**config.mk**
```make
export PLATFORM = sky130hd
export DESIGN_NAME = keypad_code_lock
export DESIGN_NICKNAME = d
export VERILOG_FILES = /design/src/rtl/keypad_pkg.sv /design/src/rtl/keypad_debouncer.sv /design/src/rtl/keypad_code_lock.sv
export SDC_FILE = /design/constraint.sdc
export NUM_CORES = 1
export LEC_CHECK = 0
export CORE_MARGIN = 4
export CORE_UTILIZATION = 49
export CTS_BUF_LIST = sky130_fd_sc_hd__clkbuf_8
export DETAILED_ROUTE_END_ITERATION = 10
export PLACE_DENSITY = 0.7
export SYNTH_ARGS = -nofsm -noshare
export SYNTH_HDL_FRONTEND = slang
export SYNTH_SLANG_ARGS = --single-unit
```
**constraint.sdc**
```tcl
create_clock -name clk -period 2.1 [get_ports clk]
set_clock_uncertainty 0.1 [all_clocks]
set_input_delay 0.21 -clock clk [delete_from_list [all_inputs] [get_ports clk]]
set_output_delay 0.21 -clock clk [all_outputs]
set_load 0.01 [all_outputs]
```
**src/rtl/keypad_pkg.sv**
```systemverilog
// Shared key codes, FSM state encoding and key classification helper for the
// keypad code lock.
package keypad_pkg;

    localparam logic [3:0] KEY_STAR = 4'd14;
    localparam logic [3:0] KEY_HASH = 4'd15;

    typedef enum logic [2:0] {
        ENTRY   = 3'd0,
        CHECK   = 3'd1,
        OPEN    = 3'd2,
        FAIL    = 3'd3,
        LOCKOUT = 3'd4
    } lock_state_e;

    // True for the decimal digit keys 0-9.
    function automatic logic is_digit(input logic [3:0] k);
        return (k <= 4'd9);
    endfunction

endpackage

```
**src/rtl/keypad_debouncer.sv**
```systemverilog
// Turns a bouncy key_valid/key pair into one key_event strobe per press.
// A press is accepted after DEBOUNCE_CYCLES stable pressed cycles, and the
// key must then be released for DEBOUNCE_CYCLES cycles before re-arming.
module keypad_debouncer
    import keypad_pkg::*;
#(
    parameter int DEBOUNCE_CYCLES = 16
) (
    input  logic       clk,
    input  logic       rst,
    input  logic [3:0] key,
    input  logic       key_valid,
    output logic       key_event,
    output logic [3:0] key_code
);

    localparam int              CW       = $clog2(DEBOUNCE_CYCLES) + 1;
    localparam logic [CW-1:0]   CNT_LAST = CW'(DEBOUNCE_CYCLES - 1);
    localparam logic            RELEASED = 1'b0;
    localparam logic            HELD     = 1'b1;

    logic          state_r;
    logic          state_nxt_s;
    logic [CW-1:0] cnt_r;
    logic [CW-1:0] cnt_nxt_s;
    logic [3:0]    cand_r;
    logic [3:0]    cand_nxt_s;
    logic          event_r;
    logic          event_nxt_s;
    logic [3:0]    code_r;
    logic [3:0]    code_nxt_s;

    // Next-state logic: count stable pressed cycles, then stable released cycles.
    always_comb begin
        state_nxt_s = state_r;
        cnt_nxt_s   = cnt_r;
        cand_nxt_s  = cand_r;
        event_nxt_s = 1'b0;
        code_nxt_s  = code_r;
        case (state_r)
            RELEASED: begin
                if (!key_valid) begin
                    cnt_nxt_s = '0;
                end else if ((cnt_r != '0) && (key == cand_r)) begin
                    if (cnt_r == CNT_LAST) begin
                        event_nxt_s = 1'b1;
                        code_nxt_s  = cand_r;
                        state_nxt_s = HELD;
                        cnt_nxt_s   = '0;
                    end else begin
                        cnt_nxt_s = cnt_r + 1'b1;
                    end
                end else begin
                    // first pressed cycle, or the code changed mid-press
                    cand_nxt_s = key;
                    cnt_nxt_s  = {{(CW-1){1'b0}}, 1'b1};
                end
            end
            HELD: begin
                if (key_valid) begin
                    cnt_nxt_s = '0;
                end else if (cnt_r == CNT_LAST) begin
                    state_nxt_s = RELEASED;
                    cnt_nxt_s   = '0;
                end else begin
                    cnt_nxt_s = cnt_r + 1'b1;
                end
            end
            default: begin
                state_nxt_s = RELEASED;
                cnt_nxt_s   = '0;
            end
        endcase
    end

    // State and output registers with synchronous reset.
    always_ff @(posedge clk) begin
        if (rst) begin
            state_r <= RELEASED;
            cnt_r   <= '0;
            cand_r  <= 4'd0;
            event_r <= 1'b0;
            code_r  <= 4'd0;
        end else begin
            state_r <= state_nxt_s;
            cnt_r   <= cnt_nxt_s;
            cand_r  <= cand_nxt_s;
            event_r <= event_nxt_s;
            code_r  <= code_nxt_s;
        end
    end

    assign key_event = event_r;
    assign key_code  = code_r;

endmodule

```
**src/rtl/keypad_code_lock.sv**
```systemverilog
// Keypad code lock: collects debounced digits, checks them against SECRET on
// '#', and drives unlock, failure and lockout status. All status outputs are
// registered copies of the next FSM state so they line up with the state.
module keypad_code_lock
    import keypad_pkg::*;
#(
    parameter int                    CODE_LEN        = 4,
    parameter logic [4*CODE_LEN-1:0] SECRET          = 16'h1234,
    parameter int                    DEBOUNCE_CYCLES = 16,
    parameter int                    UNLOCK_CYCLES   = 4096,
    parameter int                    LOCK_ATTEMPTS   = 3,
    parameter int                    LOCKOUT_CYCLES  = 1024
) (
    input  logic       clk,
    input  logic       rst,
    input  logic [3:0] key,
    input  logic       key_valid,
    output logic       key_event,
    output logic [3:0] last_key,
    output logic [2:0] digit_count,
    output logic       unlocked,
    output logic       fail_pulse,
    output logic       locked_out
);

    localparam int             BUF_W       = 4 * CODE_LEN;
    localparam int             TMAX        = (UNLOCK_CYCLES > LOCKOUT_CYCLES) ? UNLOCK_CYCLES : LOCKOUT_CYCLES;
    localparam int             TW          = $clog2(TMAX) + 1;
    localparam int             AW          = $clog2(LOCK_ATTEMPTS) + 1;
    localparam logic [TW-1:0]  UNLOCK_LAST = TW'(UNLOCK_CYCLES - 1);
    localparam logic [TW-1:0]  LOCK_LAST   = TW'(LOCKOUT_CYCLES - 1);
    localparam logic [AW-1:0]  ATT_LIMIT   = AW'(LOCK_ATTEMPTS);
    localparam logic [2:0]     LEN_V       = 3'(CODE_LEN);

    lock_state_e      state_r,  state_nxt_s;
    logic [BUF_W-1:0] buf_r,    buf_nxt_s;
    logic [2:0]       count_r,  count_nxt_s;
    logic             ovf_r,    ovf_nxt_s;
    logic [AW-1:0]    att_r,    att_nxt_s;
    logic [TW-1:0]    timer_r,  timer_nxt_s;
    logic             unlocked_r, fail_r, locked_r;
    logic             match_s;

    keypad_debouncer #(
        .DEBOUNCE_CYCLES (DEBOUNCE_CYCLES)
    ) u_debouncer (
        .clk       (clk),
        .rst       (rst),
        .key       (key),
        .key_valid (key_valid),
        .key_event (key_event),
        .key_code  (last_key)
    );

    assign match_s = (count_r == LEN_V) && !ovf_r && (buf_r == SECRET);

    // FSM next-state, entry buffer, attempt counter and shared timer.
    always_comb begin
        state_nxt_s = state_r;
        buf_nxt_s   = buf_r;
        count_nxt_s = count_r;
        ovf_nxt_s   = ovf_r;
        att_nxt_s   = att_r;
        timer_nxt_s = timer_r;
        case (state_r)
            ENTRY: begin
                if (key_event) begin
                    if (is_digit(last_key)) begin
                        if (count_r < LEN_V) begin
                            buf_nxt_s   = (buf_r << 4) | BUF_W'(last_key);
                            count_nxt_s = count_r + 1'b1;
                        end else begin
                            ovf_nxt_s = 1'b1;
                        end
                    end else if (last_key == KEY_STAR) begin
                        buf_nxt_s   = '0;
                        count_nxt_s = 3'd0;
                        ovf_nxt_s   = 1'b0;
                    end else if (last_key == KEY_HASH) begin
                        state_nxt_s = CHECK;
                    end else begin
                        // A-D carry no meaning here
                        state_nxt_s = ENTRY;
                    end
                end else begin
                    state_nxt_s = ENTRY;
                end
            end
            CHECK: begin
                buf_nxt_s   = '0;
                count_nxt_s = 3'd0;
                ovf_nxt_s   = 1'b0;
                timer_nxt_s = '0;
                if (match_s) begin
                    state_nxt_s = OPEN;
                    att_nxt_s   = '0;
                end else begin
                    state_nxt_s = FAIL;
                end
            end
            OPEN: begin
                if ((key_event && (last_key == KEY_STAR)) || (timer_r == UNLOCK_LAST)) begin
                    state_nxt_s = ENTRY;
                    timer_nxt_s = '0;
                end else begin
                    timer_nxt_s = timer_r + 1'b1;
                end
            end
            FAIL: begin
                att_nxt_s   = att_r + 1'b1;
                timer_nxt_s = '0;
                if ((att_r + 1'b1) == ATT_LIMIT) begin
                    state_nxt_s = LOCKOUT;
                end else begin
                    state_nxt_s = ENTRY;
                end
            end
            LOCKOUT: begin
                if (timer_r == LOCK_LAST) begin
                    state_nxt_s = ENTRY;
                    att_nxt_s   = '0;
                    timer_nxt_s = '0;
                end else begin
                    timer_nxt_s = timer_r + 1'b1;
                end
            end
            default: begin
                state_nxt_s = ENTRY;
                buf_nxt_s   = '0;
                count_nxt_s = 3'd0;
                ovf_nxt_s   = 1'b0;
                att_nxt_s   = '0;
                timer_nxt_s = '0;
            end
        endcase
    end

    // State registers; status outputs follow the next state so they are valid
    // from the first cycle of OPEN, FAIL and LOCKOUT.
    always_ff @(posedge clk) begin
        if (rst) begin
            state_r    <= ENTRY;
            buf_r      <= '0;
            count_r    <= 3'd0;
            ovf_r      <= 1'b0;
            att_r      <= '0;
            timer_r    <= '0;
            unlocked_r <= 1'b0;
            fail_r     <= 1'b0;
            locked_r   <= 1'b0;
        end else begin
            state_r    <= state_nxt_s;
            buf_r      <= buf_nxt_s;
            count_r    <= count_nxt_s;
            ovf_r      <= ovf_nxt_s;
            att_r      <= att_nxt_s;
            timer_r    <= timer_nxt_s;
            unlocked_r <= (state_nxt_s == OPEN);
            fail_r     <= (state_nxt_s == FAIL);
            locked_r   <= (state_nxt_s == LOCKOUT);
        end
    end

    assign digit_count = count_r;
    assign unlocked    = unlocked_r;
    assign fail_pulse  = fail_r;
    assign locked_out  = locked_r;

endmodule

```
==> summary.txt <==
Setup path
  – CP Class: flip-flop to flip-flop
  – CP max stage cell: dfxtp_1
  – Crit path buf inv count: 0
  – Worst Setup SP: timer_r[0]
  – Setup crit end kind: flip-flop
  – CP Depth: 6
  – Cell Chain, Critical Path: ha_1 > nand4_1 > nor4_2 > o22ai_2 > o21bai_4 > nor2_1
  – Worst reg2reg path depth: 6
  – Largest delay share family, worst path: simple AND/OR/NAND/NOR gates
  – Reg2reg setup slack: 220 ps
  – Worst path arrival time: 2000 ps
  – CP Launch Type: flip-flop
  – R2r endpoint: timer_r[8]
  – Launch point of the worst reg-to-reg path: timer_r[0]
  – Largest stage delay, worst path: around 380 ps
  – Critical path required time: ~2200 ps
  – CP Max Fanout: 7
  – CP endpoint: timer_r[8]

Cells and area
  – Diodes inserted: 0
  – Most frequent cells in the layout: dfxtp_1, nor2_1, nand2_1, mux2i_1, clkdlybuf4s50_1
  – Layout fillers: 454
  – Layout net count: 329
  – Layout Utilization: 63.74%
  – Share of layout cells above drive strength 1: 12.50%
  – Most common cell after layout, fill and taps aside: dfxtp_1
  – Area growth from synthesis to layout: 22.52%

Synthesis
  – Asr flop ratio synth: 0%
  – Flops & latches, synth: 57
  – Synth area leaders: dfxtp_1, mux2i_1, nor2_1
  – Sequential area share after synthesis: around 45%
  – Mapped Nets: 297
  – Number of flops mapped to enable cells by yosys: 0
  – Post-synthesis cell type count: 50
  – Synth area leader: dfxtp_1
  – Top_reg_cell synth: dfxtp_1
  – Syn avg cell area: about 9.0 sq um
  – Yosys top cell area share: 44.95%
  – Yosys warns: 0
  – Post-Syn Instances: 283
  – Cell Area, Synth: 2539 sq um

Die
  – Initial Util: 52.03%
  – Core area: 4880 sq um
  – # rows: 25
  – Io pins: 18
  – Die H: 79.98 um
  – Full die area: about 6400 sq um
  – Die width: around 80 um

Clocking
  – Worst skew pair latency: 330 ps
  – CTS tree: built
  – CTS root buf: clkbuf_8
  – Post-CTS setup buffer count: 0
  – Buffer depth of the longest clock path: 2
  – Cts bufs inserted: 9
  – CTS Hold Bufs: 0
  – CTS sink count: 57
  – Clock Pin Slew Worst Setup and Hold Paths: 70 ps
  – Htree depth: 3

GRT
  – Vias in the first global route: 1981
  – GR Util All Layers: 18.26%
  – Pin count of the biggest net entering global routing: 31
  – Global-route wire length before repair: 8976 um
  – Remaining global-route overflow: 0
  – Initial antenna violation count: 0

Route
  – Via density: 5.292
  – Routed WL per cell: 12.74 um
  – DRT iter0 DRCs: 76
  – Via count: 2048
  – DRC Markers: 0
  – TritonRoute pass-1 iters: 4
  – Final WL: 4931 um
  – Final ANT Viol Nets: 0

STA
  – Fmax: 532.1 MHz
  – TNS Setup: 0 ps
  – Fin crit share: 89.49%
  – Final Hold Viols: 0
  – Slew margin rel.: ~76%
  – Slew Limit Fails: 0
  – Worst Max-Slew Pin Slew: 351.9 ps
  – Final setup vio count: 0
  – RSZ-0062 raised after global routing: false
  – Fin crit period: between 1500 and 2000 ps

Run status
  – Outcome: finished clean

Place
  – Routability cong.: 0.8243
  – Number of buffers added on ports: 17
  – HPWL after DPL: 3593 um

Job
  – Total of max-cap violations: 0

Pwr
  – VDD IR-drop max: around 0.55 mV
  – Pwr Density: approximately 750 nW/um^2
  – Leak: 1.259 nW
  – Tot Pwr: 0.002320 W

Min path
  – Hold/Removal Path Class: input pin to flip-flop
## area by class of cell
cell class | instances | area (sq um) | area share [%]
multi-input cells | 207 | 1331 | 42.80
flip-flops and latches | 57 | 1141 | 36.69
repair buffers | 32 | 295.3 | 9.493
clock buffers | 11 | 151.4 | 4.867
well taps | 67 | 83.83 | 2.695
clock inverters | 5 | 77.57 | 2.494
inverters | 8 | 30.03 | 0.9654
## cells in the mapped netlist, drive strengths merged, types with 2 or more instances
master  count
nand3b      3
ha          7
nor2       48
clkbuf      4
a311oi      2
a21oi      15
dfxtp      57
nor4b       4
o21bai      2
or3         2
or4         2
and3        4
o21ai       4
nand4       8
buf         7
a31oi       4
nor4        3
nor3        6
mux2i      19
or2         2
xor2        7
nor2b       7
nand2      22
nand2b      2
nand3       8
xnor2       8
inv         8
a211oi      2
## report_power, final
| group | internal (W) | switching (W) |
|---|---|---|
| clock network | 0.000728 | 0.000431 |
| logic | 0.0000350 | 0.0000340 |
| registers | 0.00109 | 0.00000583 |
| total | 0.00185 | 0.000471 |
## logic make-up after synthesis
group / share of synthesized area (%)
and+or+nand+nor: 25.53
muxes: 7.491
adders and majority gates: 3.450
buffers and inverters: 3.401
xor gates and xnor gates: 5.175
AOI/OAI and AO/OA: 10.01
DFF: 44.95
## metal layers
layer	wire [um]	up-vias	part of all wire (%)	track usage, %
met5	0	-	0	0
met4	102	0	2.1	8.784
met3	201	9	4.1	6.433
met2	2254	34	46	28.39
met1	2373	952	48	22.36
li1	-	1053	-	-
## registers in the layout, summed over array words and instances, names as in the netlist, 3 cells and up
register and cells:
u_debouncer.cnt_r 5, u_debouncer.cand_r 4, digit_count 3, att_r 3
state_r 3, u_debouncer.key_code 4, timer_r 13, buf_r 16
## timing repair
action	in CTS	in global routing
hold endpoints to repair	0	0
endpoints found under the setup margin	2	9
resized for setup	1	2
## tightest hold or removal path: cells and delay by family
family                 cells  cell delay (ps)
buffers and inverters      1              430
and+or+nand+nor            1               70
AOI/OAI and AO/OA          1               50
## worst min path at each step
stage                     startpoint               endpoint  slack (ps)  cells after the start
after detailed placement       ovf_r                  ovf_r         370                      2
after floorplan               key[0]  u_debouncer.cand_r[0]         250                      2
after global placement         ovf_r                  ovf_r         340                      2
final                         key[3]  u_debouncer.cand_r[3]         380                      3
after global routing          key[1]  u_debouncer.cand_r[1]         370                      3
after CTS                     key[3]  u_debouncer.cand_r[3]         360                      3
## per-stage QoR
step	cell area, sq um	cells	hold WS (ps)	setup WS, ps
after floorplan	2539	283	246.0	299.5
after global placement	2861	371	344.6	91.90
after detailed placement	2861	371	365.0	16.59
after CTS	3097	387	359.3	105.7
after global routing	3110	387	370.0	71.13
final	3110	387	377.7	220.6
No activity file was read; power rests on OpenSTA's default activity.
